## config.mk

```make
export PLATFORM = sky130hd
export DESIGN_NAME = serial_frame_ctrl
export DESIGN_NICKNAME = d
export VERILOG_FILES = /design/src/rtl/serial_frame_pkg.sv /design/src/rtl/serial_frame_buf.sv /design/src/rtl/serial_frame_ctrl.sv
export SDC_FILE = /design/constraint.sdc
export NUM_CORES = 1
export LEC_CHECK = 0
export CAP_MARGIN = 20
export CORE_ASPECT_RATIO = 0.7
export CORE_MARGIN = 5
export CORE_UTILIZATION = 60
export CTS_BUF_LIST = sky130_fd_sc_hd__clkbuf_4 sky130_fd_sc_hd__clkbuf_8 sky130_fd_sc_hd__clkbuf_16
export CTS_CLUSTER_DIAMETER = 100
export DETAILED_ROUTE_END_ITERATION = 12
export DONT_BUFFER_PORTS = 1
export PLACE_DENSITY = 0.76
export SYNTH_ARGS = -nofsm -noshare
export SYNTH_HDL_FRONTEND = slang
export SYNTH_SLANG_ARGS = --single-unit
```

## constraint.sdc

```tcl
create_clock -name clk -period 4.5 [get_ports clk]
set_input_delay 0.225 -clock clk [delete_from_list [all_inputs] [get_ports clk]]
set_output_delay 0.225 -clock clk [all_outputs]
set_load 0.03 [all_outputs]
```

## src/rtl/serial_frame_pkg.sv

```systemverilog
// Shared state encoding, error codes and helpers for the serial frame controller.
package serial_frame_pkg;

    typedef enum logic [2:0] {
        ST_HUNT    = 3'd0,
        ST_LEN     = 3'd1,
        ST_PAYLOAD = 3'd2,
        ST_CHECK   = 3'd3,
        ST_DRAIN   = 3'd4
    } frame_state_e;

    localparam logic [1:0] ERR_NONE = 2'b00;
    localparam logic [1:0] ERR_LEN  = 2'b01;
    localparam logic [1:0] ERR_CHK  = 2'b10;
    localparam logic [1:0] ERR_TMO  = 2'b11;

    localparam logic [7:0] DEFAULT_SYNC_BYTE = 8'hA5;

    // A single-entry buffer still needs a one-bit pointer to exist.
    function automatic int ptr_width(input int depth);
        if (depth > 1) begin
            return $clog2(depth);
        end else begin
            return 1;
        end
    endfunction

endpackage

```

## src/rtl/serial_frame_buf.sv

```systemverilog
// Payload buffer: register array with synchronous write, combinational read,
// and the write/read pointers that walk it.
module serial_frame_buf
    import serial_frame_pkg::*;
#(
    parameter int Width  = 8,
    parameter int MaxLen = 16,
    parameter int PtrW   = ptr_width(MaxLen)
) (
    input  logic             clk,
    input  logic             rst,
    input  logic             wr_clr,
    input  logic             wr_en,
    input  logic [Width-1:0] wr_data,
    input  logic             rd_clr,
    input  logic             rd_adv,
    output logic [PtrW-1:0]  wr_ptr,
    output logic [PtrW-1:0]  rd_ptr,
    output logic [Width-1:0] rd_data
);

    logic [Width-1:0] mem_r [MaxLen];
    logic [PtrW-1:0]  wr_ptr_r;
    logic [PtrW-1:0]  rd_ptr_r;

    // Write pointer: cleared at frame start, advanced per stored byte.
    always_ff @(posedge clk) begin
        if (!rst) begin
            wr_ptr_r <= '0;
        end else if (wr_clr) begin
            wr_ptr_r <= '0;
        end else if (wr_en) begin
            wr_ptr_r <= wr_ptr_r + PtrW'(1);
        end
    end

    // Read pointer: cleared when a frame is accepted, advanced per transfer.
    always_ff @(posedge clk) begin
        if (!rst) begin
            rd_ptr_r <= '0;
        end else if (rd_clr) begin
            rd_ptr_r <= '0;
        end else if (rd_adv) begin
            rd_ptr_r <= rd_ptr_r + PtrW'(1);
        end
    end

    // Storage array; contents are only observed while draining.
    always_ff @(posedge clk) begin
        if (wr_en) begin
            mem_r[wr_ptr_r] <= wr_data;
        end
    end

    assign wr_ptr  = wr_ptr_r;
    assign rd_ptr  = rd_ptr_r;
    assign rd_data = mem_r[rd_ptr_r];

endmodule

```

## src/rtl/serial_frame_ctrl.sv

```systemverilog
// Frame parser behind the serial receiver: byte-event detection, sync/len/payload/
// checksum FSM, inter-byte timeout with receiver reset, and buffered payload output.
module serial_frame_ctrl
    import serial_frame_pkg::*;
#(
    parameter int                    Width      = 8,
    parameter int                    MaxLen     = 16,
    parameter logic [Width-1:0]      SyncByte   = Width'(DEFAULT_SYNC_BYTE),
    parameter int                    TimerWidth = 16,
    parameter logic [TimerWidth-1:0] Timeout    = TimerWidth'(16'd50000)
) (
    input  logic             clk,
    input  logic             rst,
    input  logic [Width-1:0] rx_q,
    input  logic             rx_finish,
    output logic             rx_rst,
    output logic [Width-1:0] out_data,
    output logic             out_valid,
    input  logic             out_ready,
    output logic             out_last,
    output logic             frame_ok,
    output logic             frame_err,
    output logic [1:0]       err_code,
    output logic [7:0]       drop_cnt
);

    localparam int                    PtrW    = ptr_width(MaxLen);
    localparam logic [TimerWidth-1:0] TmoLast = Timeout - TimerWidth'(1);
    localparam logic [Width-1:0]      MaxLenW = Width'(MaxLen);

    // Modular checksum accumulate.
    function automatic logic [Width-1:0] csum_add(input logic [Width-1:0] acc,
                                                  input logic [Width-1:0] data);
        return acc + data;
    endfunction

    frame_state_e          state_r;
    frame_state_e          state_nxt_s;
    logic                  finish_d_r;
    logic                  byte_ev_s;
    logic [Width-1:0]      len_r;
    logic [Width-1:0]      sum_r;
    logic [Width-1:0]      sum_nxt_s;
    logic [TimerWidth-1:0] timer_r;
    logic [TimerWidth-1:0] timer_nxt_s;
    logic                  timing_s;
    logic                  tmo_hit_s;
    logic                  len_bad_s;
    logic                  wr_last_s;
    logic                  rd_last_s;
    logic                  len_ld_s;
    logic                  wr_clr_s;
    logic                  wr_en_s;
    logic                  rd_clr_s;
    logic                  rd_adv_s;
    logic                  ok_set_s;
    logic                  err_set_s;
    logic [1:0]            err_code_s;
    logic                  rx_rst_set_s;
    logic                  drop_s;
    logic [PtrW-1:0]       wr_ptr_s;
    logic [PtrW-1:0]       rd_ptr_s;
    logic [Width-1:0]      rd_data_s;
    logic                  frame_ok_r;
    logic                  frame_err_r;
    logic [1:0]            err_code_r;
    logic                  rx_rst_r;
    logic [7:0]            drop_cnt_r;

    serial_frame_buf #(
        .Width  (Width),
        .MaxLen (MaxLen),
        .PtrW   (PtrW)
    ) u_buf (
        .clk     (clk),
        .rst     (rst),
        .wr_clr  (wr_clr_s),
        .wr_en   (wr_en_s),
        .wr_data (rx_q),
        .rd_clr  (rd_clr_s),
        .rd_adv  (rd_adv_s),
        .wr_ptr  (wr_ptr_s),
        .rd_ptr  (rd_ptr_s),
        .rd_data (rd_data_s)
    );

    assign byte_ev_s = rx_finish & ~finish_d_r;
    assign timing_s  = (state_r == ST_LEN) || (state_r == ST_PAYLOAD) || (state_r == ST_CHECK);
    assign tmo_hit_s = (timer_r == TmoLast);
    assign len_bad_s = (rx_q == {Width{1'b0}}) || (rx_q > MaxLenW);
    assign wr_last_s = (Width'(wr_ptr_s) == (len_r - Width'(1)));
    assign rd_last_s = (Width'(rd_ptr_s) == (len_r - Width'(1)));

    // Next-state, datapath strobes and status pulses for the frame parser.
    always_comb begin
        state_nxt_s  = state_r;
        sum_nxt_s    = sum_r;
        timer_nxt_s  = '0;
        len_ld_s     = 1'b0;
        wr_clr_s     = 1'b0;
        wr_en_s      = 1'b0;
        rd_clr_s     = 1'b0;
        rd_adv_s     = 1'b0;
        ok_set_s     = 1'b0;
        err_set_s    = 1'b0;
        err_code_s   = ERR_NONE;
        rx_rst_set_s = 1'b0;
        drop_s       = 1'b0;

        case (state_r)
            ST_HUNT: begin
                if (byte_ev_s && (rx_q == SyncByte)) begin
                    state_nxt_s = ST_LEN;
                end else begin
                    state_nxt_s = ST_HUNT;
                end
            end
            ST_LEN: begin
                if (byte_ev_s) begin
                    len_ld_s  = 1'b1;
                    sum_nxt_s = rx_q;
                    if (len_bad_s) begin
                        err_set_s   = 1'b1;
                        err_code_s  = ERR_LEN;
                        state_nxt_s = ST_HUNT;
                    end else begin
                        wr_clr_s    = 1'b1;
                        state_nxt_s = ST_PAYLOAD;
                    end
                end else begin
                    state_nxt_s = ST_LEN;
                end
            end
            ST_PAYLOAD: begin
                if (byte_ev_s) begin
                    wr_en_s   = 1'b1;
                    sum_nxt_s = csum_add(sum_r, rx_q);
                    if (wr_last_s) begin
                        state_nxt_s = ST_CHECK;
                    end else begin
                        state_nxt_s = ST_PAYLOAD;
                    end
                end else begin
                    state_nxt_s = ST_PAYLOAD;
                end
            end
            ST_CHECK: begin
                if (byte_ev_s) begin
                    if (rx_q == sum_r) begin
                        ok_set_s    = 1'b1;
                        rd_clr_s    = 1'b1;
                        state_nxt_s = ST_DRAIN;
                    end else begin
                        err_set_s   = 1'b1;
                        err_code_s  = ERR_CHK;
                        state_nxt_s = ST_HUNT;
                    end
                end else begin
                    state_nxt_s = ST_CHECK;
                end
            end
            ST_DRAIN: begin
                drop_s = byte_ev_s;
                if (out_ready) begin
                    rd_adv_s = 1'b1;
                    if (rd_last_s) begin
                        state_nxt_s = ST_HUNT;
                    end else begin
                        state_nxt_s = ST_DRAIN;
                    end
                end else begin
                    state_nxt_s = ST_DRAIN;
                end
            end
            default: begin
                state_nxt_s = ST_HUNT;
            end
        endcase

        // A byte event always beats a coincident timeout and restarts the timer.
        if (timing_s && !byte_ev_s) begin
            if (tmo_hit_s) begin
                err_set_s    = 1'b1;
                err_code_s   = ERR_TMO;
                rx_rst_set_s = 1'b1;
                state_nxt_s  = ST_HUNT;
            end else begin
                timer_nxt_s = timer_r + TimerWidth'(1);
            end
        end else begin
            timer_nxt_s = '0;
        end
    end

    // FSM state register.
    always_ff @(posedge clk) begin
        if (!rst) begin
            state_r <= ST_HUNT;
        end else begin
            state_r <= state_nxt_s;
        end
    end

    // Edge-detect history (reset high to mask a held finish), timer, checksum, length.
    always_ff @(posedge clk) begin
        if (!rst) begin
            finish_d_r <= 1'b1;
            timer_r    <= '0;
            sum_r      <= '0;
            len_r      <= '0;
        end else begin
            finish_d_r <= rx_finish;
            timer_r    <= timer_nxt_s;
            sum_r      <= sum_nxt_s;
            if (len_ld_s) begin
                len_r <= rx_q;
            end
        end
    end

    // Registered status pulses, receiver reset and saturating drop counter.
    always_ff @(posedge clk) begin
        if (!rst) begin
            frame_ok_r  <= 1'b0;
            frame_err_r <= 1'b0;
            err_code_r  <= ERR_NONE;
            rx_rst_r    <= 1'b0;
            drop_cnt_r  <= 8'd0;
        end else begin
            frame_ok_r  <= ok_set_s;
            frame_err_r <= err_set_s;
            err_code_r  <= err_code_s;
            rx_rst_r    <= rx_rst_set_s;
            if (drop_s && (drop_cnt_r != 8'hFF)) begin
                drop_cnt_r <= drop_cnt_r + 8'd1;
            end
        end
    end

    assign out_valid = (state_r == ST_DRAIN);
    assign out_data  = out_valid ? rd_data_s : {Width{1'b0}};
    assign out_last  = out_valid && rd_last_s;
    assign frame_ok  = frame_ok_r;
    assign frame_err = frame_err_r;
    assign err_code  = err_code_r;
    assign rx_rst    = rx_rst_r;
    assign drop_cnt  = drop_cnt_r;

endmodule
```

Word level (Yosys, flattened, before mapping):

Memories as Yosys holds them, arrays and structs flattened. A register that Yosys moved wholly into a read port is not among the register bits.
Index checks and enable logic that the tools add are counted.

* bits in registers: 57
* latch bits: 0
* bits in writable memories: 128
* ROM bits: 0
* bits of input ports: 12
* output and inout port bits: 23
* word-level logic and storage cells: 99
* memories kept: 1

Memory list
* u_buf.mem_r: words 16, bits a word 8, read ports 1, clocked after Yosys merged registers in 1, wr ports 1, RTL line serial_frame_buf.sv:22 `logic [Width-1:0] mem_r [MaxLen];`

* add/sub/neg operators: 6
* multiply operators: 0
* divide/modulo/power cells: 0
* order comparisons: 1
* equality and inequality tests: 12
* shift operators: 0
* mux-type cells: 47
* bitwise gates (word level): 4
* reduce and logical (&&, ||, !) cells: 16

Operator list (number)
* $mux 1: 25
* $mux 3: 8
* $mux 8: 3
* $add 16x1->16 const B: 1
* $eq 16x16->1 const B: 1
* $eq 4x8->1: 2
* $pmux 8 s2: 1
* $pmux 3 s5: 1
* $mux 2: 5
* $add 4x1->4 const B: 2
* $add 8x1->8 const B: 1
* $add 8x8->8: 1
* $eq 8x8->1: 1
* $eq 8x8->1 const B: 1
* $gt 8x5->1 const B: 1
* $logic_not 8->1: 1
* $mux 4: 2
* $ne 8x8->1 const B: 1
* $sub 8x1->8 const B: 1
* $eq 3x2->1 const B: 2
* $logic_and 1x1->1: 4
* $ne 2x2->1 const B: 2
* $pmux 2 s2: 1
* $reduce_or 2->1: 2
* 12 further kinds: 16

Longest topological paths before layout:

* word-level depth: 7
* mapped depth: 9
* gate-level depth less buffers: 9

By module:

Synthesis repeated with hierarchy kept, for this count alone.

* cells, all modules: 591
* area, all modules: 8157.8 um^2

By module, submodules not included
* serial_frame_buf: times used 1, cells each 262, area an instance 5460.2 um^2, sequential area each 4083.9 um^2
* serial_frame_ctrl: times used 1, cells each 329, area an instance 2697.6 um^2, sequential area each 980.9 um^2

Least setup slack after synthesis:

Ideal clock, no wire load.

* path type: register -> register
* start point: register state_r[0]
* end point: memory u_buf.mem_r[2][0] (enable)
* library setup time: 383 ps
* arrival: 1788 ps
* data required time: 4117 ps
* setup slack: 2329 ps
* stages on the path, launching flop included: 7
* path buffers: 2
* clock period less this slack: 2171 ps
* cells stage by stage: dfxtp_1 buf_6 nand2b_1 nor3_1 clkbuf_1 nand2_1 nor3_1

* word-level cells in the longest chain between the ends: 4

RTL lines
* start, declared: RTL line serial_frame_ctrl.sv:37 `frame_state_e state_r;`
* start signal, assigned: RTL line serial_frame_ctrl.sv:200 `state_r <= state_nxt_s;`
* $eq 3x2->1: RTL line serial_frame_ctrl.sv:110 `case (state_r)`
* $mux 1: RTL line serial_frame_ctrl.sv:110
* $mux 1: RTL line serial_frame_buf.sv:50 `if (wr_en) begin`
* $mux 1 (not written as such): RTL line serial_frame_buf.sv:51 `mem_r[wr_ptr_r] <= wr_data;`
* end, declared: RTL line serial_frame_buf.sv:22

No other way between the ends.

==> metrics <==
setup TNS=0 ns; Die ar.=0.0161 mm²; HPWL Detailed=11.5 mm; Required @ worst endpoint=4.28 ns; Post-Syn Area=0.00818 mm²; pin count of the biggest net entering global routing=33; pwr dens=379 mW/mm²; Distinct cells, synth=60; Switching Share=21.2%; CTS Buf Count=17; first-pass GRT wire length=28.2 mm; initial DRC count=506; Final nets=616; Synth async-reset ratio=0%; worst vdd ir=0.416 mV; Resized Gates After CTS=0; Ant. Diodes=0; final setup fails=0; mean post-synth cell area=14.2 µm²; drt pass-1 iters=7; # DRC=0; hold crit path type=input pin to flop; post-synthesis sequential area ratio=61.9%; initial antenna violation count=2; Sink Count=189; CP Capture Type=output port; Worst-Skew Late Latency=0.44 ns; Clock Root Buffer=clkbuf_16; critical path type=flop to output port; Filler cells=888; Setup crit start kind=flop; Longest Clk Path Bufs=2; cell-internal power=2.71 mW; CTS tree=yes; worst path arrival time=2.95 ns; Fin. Hold Viols=0; status=complete, no violations; Buf/Inv on CP=0; synthesized flop and latch total=189; DIE HEIGHT=108 µm; # rows=35; H-tree depth=4; GR Util All Layers=24.1%; worst-path maximum fanout=32; cells after synthesis=576; vias in the first global route=4,775; Yosys warnings=0; Critical Path, Cell by Cell=mux4_1 > mux4_2 > and2_1; Least-Margin Pin Slew=1.16 ns; cell family with most CP delay=multiplexers; Ports=35; Core Area=0.0133 mm²; fraction of layout cells with a size suffix above 1=13.5%; final worst path period share=70.6%; initial cell density of the core=61.6%; Pleak=3.01 nW; Slew headroom=22.4%; DRT Wirelength=18.6 mm; Routed wire per std cell=23.7 µm; Sw Pwr=0.729 mW; area delta synth->final=10.7%; Comb power frac=1.4%; Seq pwr share=53.9%; via count=4,962; Slew Limit Fails=0; syn_nets=604; Final Total Pwr=3.44 mW; Tmin final=3.18 ns; DIE WIDTH=150 µm; GRT overflow=0; clk slew on worst S/H paths=0.07 ns; MaxCap Viol Count=0; Clk pwr share=44.7%; slowest CP cell=dfxtp_2; RSZ-0062 raised after global routing=no; I/O Buffers=0; number of flops mapped to enable cells by yosys=128; gpl congestion=0.817; Fin Clk Skew=0.00987 ns; Fmax achieved=0.315 GHz; Critical Path Max Stage Delay=1.00 ns; Vias/cell=6.31; post-route ant nets=0; Primary FF master, synth=edfxtp_1
## flip-flops by register name, summed over array words and instances, names as in the netlist, named ones only
register,cells
drop_cnt,8
err_code,2
sum_r,8
frame_err,1
u_buf.wr_ptr,4
frame_ok,1
finish_d_r,1
u_buf.rd_ptr,4
timer_r,16
u_buf.mem_r,128
state_r,3
len_r,8
rx_rst,1
## per-stage QoR
stage               cells  util [%]  setup WS (ns)  instance area (µm²)  hold WS (ns)
finish                786      68.2           1.32                 9050        0.0125
global route          786      68.2           1.17                 9050       0.00855
CTS                   783      68.0           1.28                 9020       0.00780
detailed placement    741      62.7           1.77                 8320         0.305
global placement      741      62.7           1.83                 8320         0.303
floorplan             576         -           2.33                 8180         0.324
## timing repair
| item | CTS | global route |
|---|---|---|
| hold buffers | 10 | 0 |
| hold endpoints to repair | 156 | 0 |
| buffers inserted | 0 | 0 |
## path summary, 6_finish.rpt
path / start / to / slack, ns / cells past startpoint
min: rx_q[0] / len_r[0] / 0.01 / 2
min reg2reg: timer_r[0] / timer_r[0] / 0.47 / 1
max reg2reg: state_r[1] / u_buf.mem_r[12][1] / 2.07 / 5
max: flop / out_data[3] / 1.32 / 3
## layer usage
layer / global-route usage, % / vias to the layer above / share of wire, %
li1: - / 2200 / -
met1: 32.8 / 2466 / 41
met2: 37.9 / 265 / 47
met3: 7.20 / 31 / 10
met4: 7.51 / 0 / 1.1
met5: 0 / - / 0
## power groups by stage
| stage | registers (mW) | logic [mW] | clock network, mW |
|---|---|---|---|
| floorplan | 1.89 | 0.0200 | 0 |
| global placement | 1.89 | 0.0195 | 0 |
| detailed placement | 1.89 | 0.0204 | 0 |
| CTS | 1.85 | 0.0473 | 1.54 |
| global route | 1.85 | 0.0527 | 1.63 |
| finish | 1.85 | 0.0483 | 1.54 |
## synth_stat cells, types with 2 or more instances
| master | instances | area share (%) |
|---|---|---|
| edfxtp_1 | 128 | 47 |
| dfxtp_1 | 61 | 15 |
| nor2_1 | 54 | 2.5 |
| nand2_1 | 38 | 1.7 |
| mux4_2 | 26 | 7.2 |
| xor2_1 | 22 | 2.4 |
| o21ai_0 | 19 | 1.2 |
| nand3_1 | 16 | 0.98 |
| a21oi_1 | 15 | 0.92 |
| and2_1 | 15 | 1.1 |
| ha_1 | 15 | 2.3 |
| xnor2_1 | 15 | 1.6 |
| mux4_1 | 14 | 4.5 |
| inv_1 | 13 | 0.60 |
| clkbuf_1 | 11 | 0.50 |
| nor3_1 | 11 | 0.67 |
| nor2b_1 | 10 | 0.76 |
| or3_1 | 9 | 0.69 |
| mux2i_1 | 8 | 0.98 |
| nand4_1 | 8 | 0.61 |
| nand2b_1 | 7 | 0.54 |
| and3_1 | 5 | 0.38 |
| a211oi_1 | 4 | 0.37 |
| buf_6 | 4 | 0.55 |
| buf_1 | 3 | 0.14 |
| buf_2 | 3 | 0.18 |
| a21boi_1 | 2 | 0.18 |
| a31oi_1 | 2 | 0.15 |
| nor3b_1 | 2 | 0.18 |
| nor4_1 | 2 | 0.15 |
| o311ai_0 | 2 | 0.21 |
| o31a_1 | 2 | 0.21 |
| or2_2 | 2 | 0.15 |
| or4_1 | 2 | 0.18 |
## layout by cell type, fill, tap and decap left out, types with 3 or more instances in the layout
cell,netlist,routed
clkinv_4,0,3
buf_6,4,3
dlygate4sd3_1,0,10
clkbuf_16,0,17
mux2i_1,8,8
inv_8,0,4
a211oi_1,4,4
nor3_2,0,4
nand3_1,16,16
o21ai_0,19,19
mux4_2,26,26
nor3_1,11,7
nor2b_1,10,10
buf_4,1,4
and2_1,15,15
a21oi_1,15,15
mux4_1,14,14
or3_1,9,9
nor2_1,54,54
nand2b_1,7,7
xor2_1,22,22
dfxtp_1,61,60
inv_6,0,4
and3_1,5,5
nand2_1,38,38
ha_1,15,15
inv_1,13,13
edfxtp_1,128,128
nand4_1,8,8
xnor2_1,15,15
## worst register-to-register path, cell delays in order (launching register included)
cell,delay (ns)
dfxtp_1,0.51
nand2b_1,0.14
nor3_1,0.15
buf_4,0.21
nand2_1,0.13
nor2_1,0.89
## logic make-up after synthesis
family / synth area share [%]
xor+xnor: 3.96
compound gates: 4.30
buf+inv: 2.43
flops: 61.9
simple gates: 12.2
mux: 12.6
fa+ha+maj: 2.54
## cell type report
| class | instances | area (µm²) | share of cell area [%] |
|---|---|---|---|
| sequential | 189 | 5070 | 56.0 |
| clock buffer | 17 | 425 | 4.70 |
| timing repair buffer | 17 | 164 | 1.81 |
| clock inverter | 15 | 178 | 1.96 |
| inverter | 14 | 53.8 | 0.594 |
| tap | 185 | 231 | 2.56 |
| multi-input combinational | 349 | 2940 | 32.4 |
Note: power is estimated with default switching activity, not from simulation.
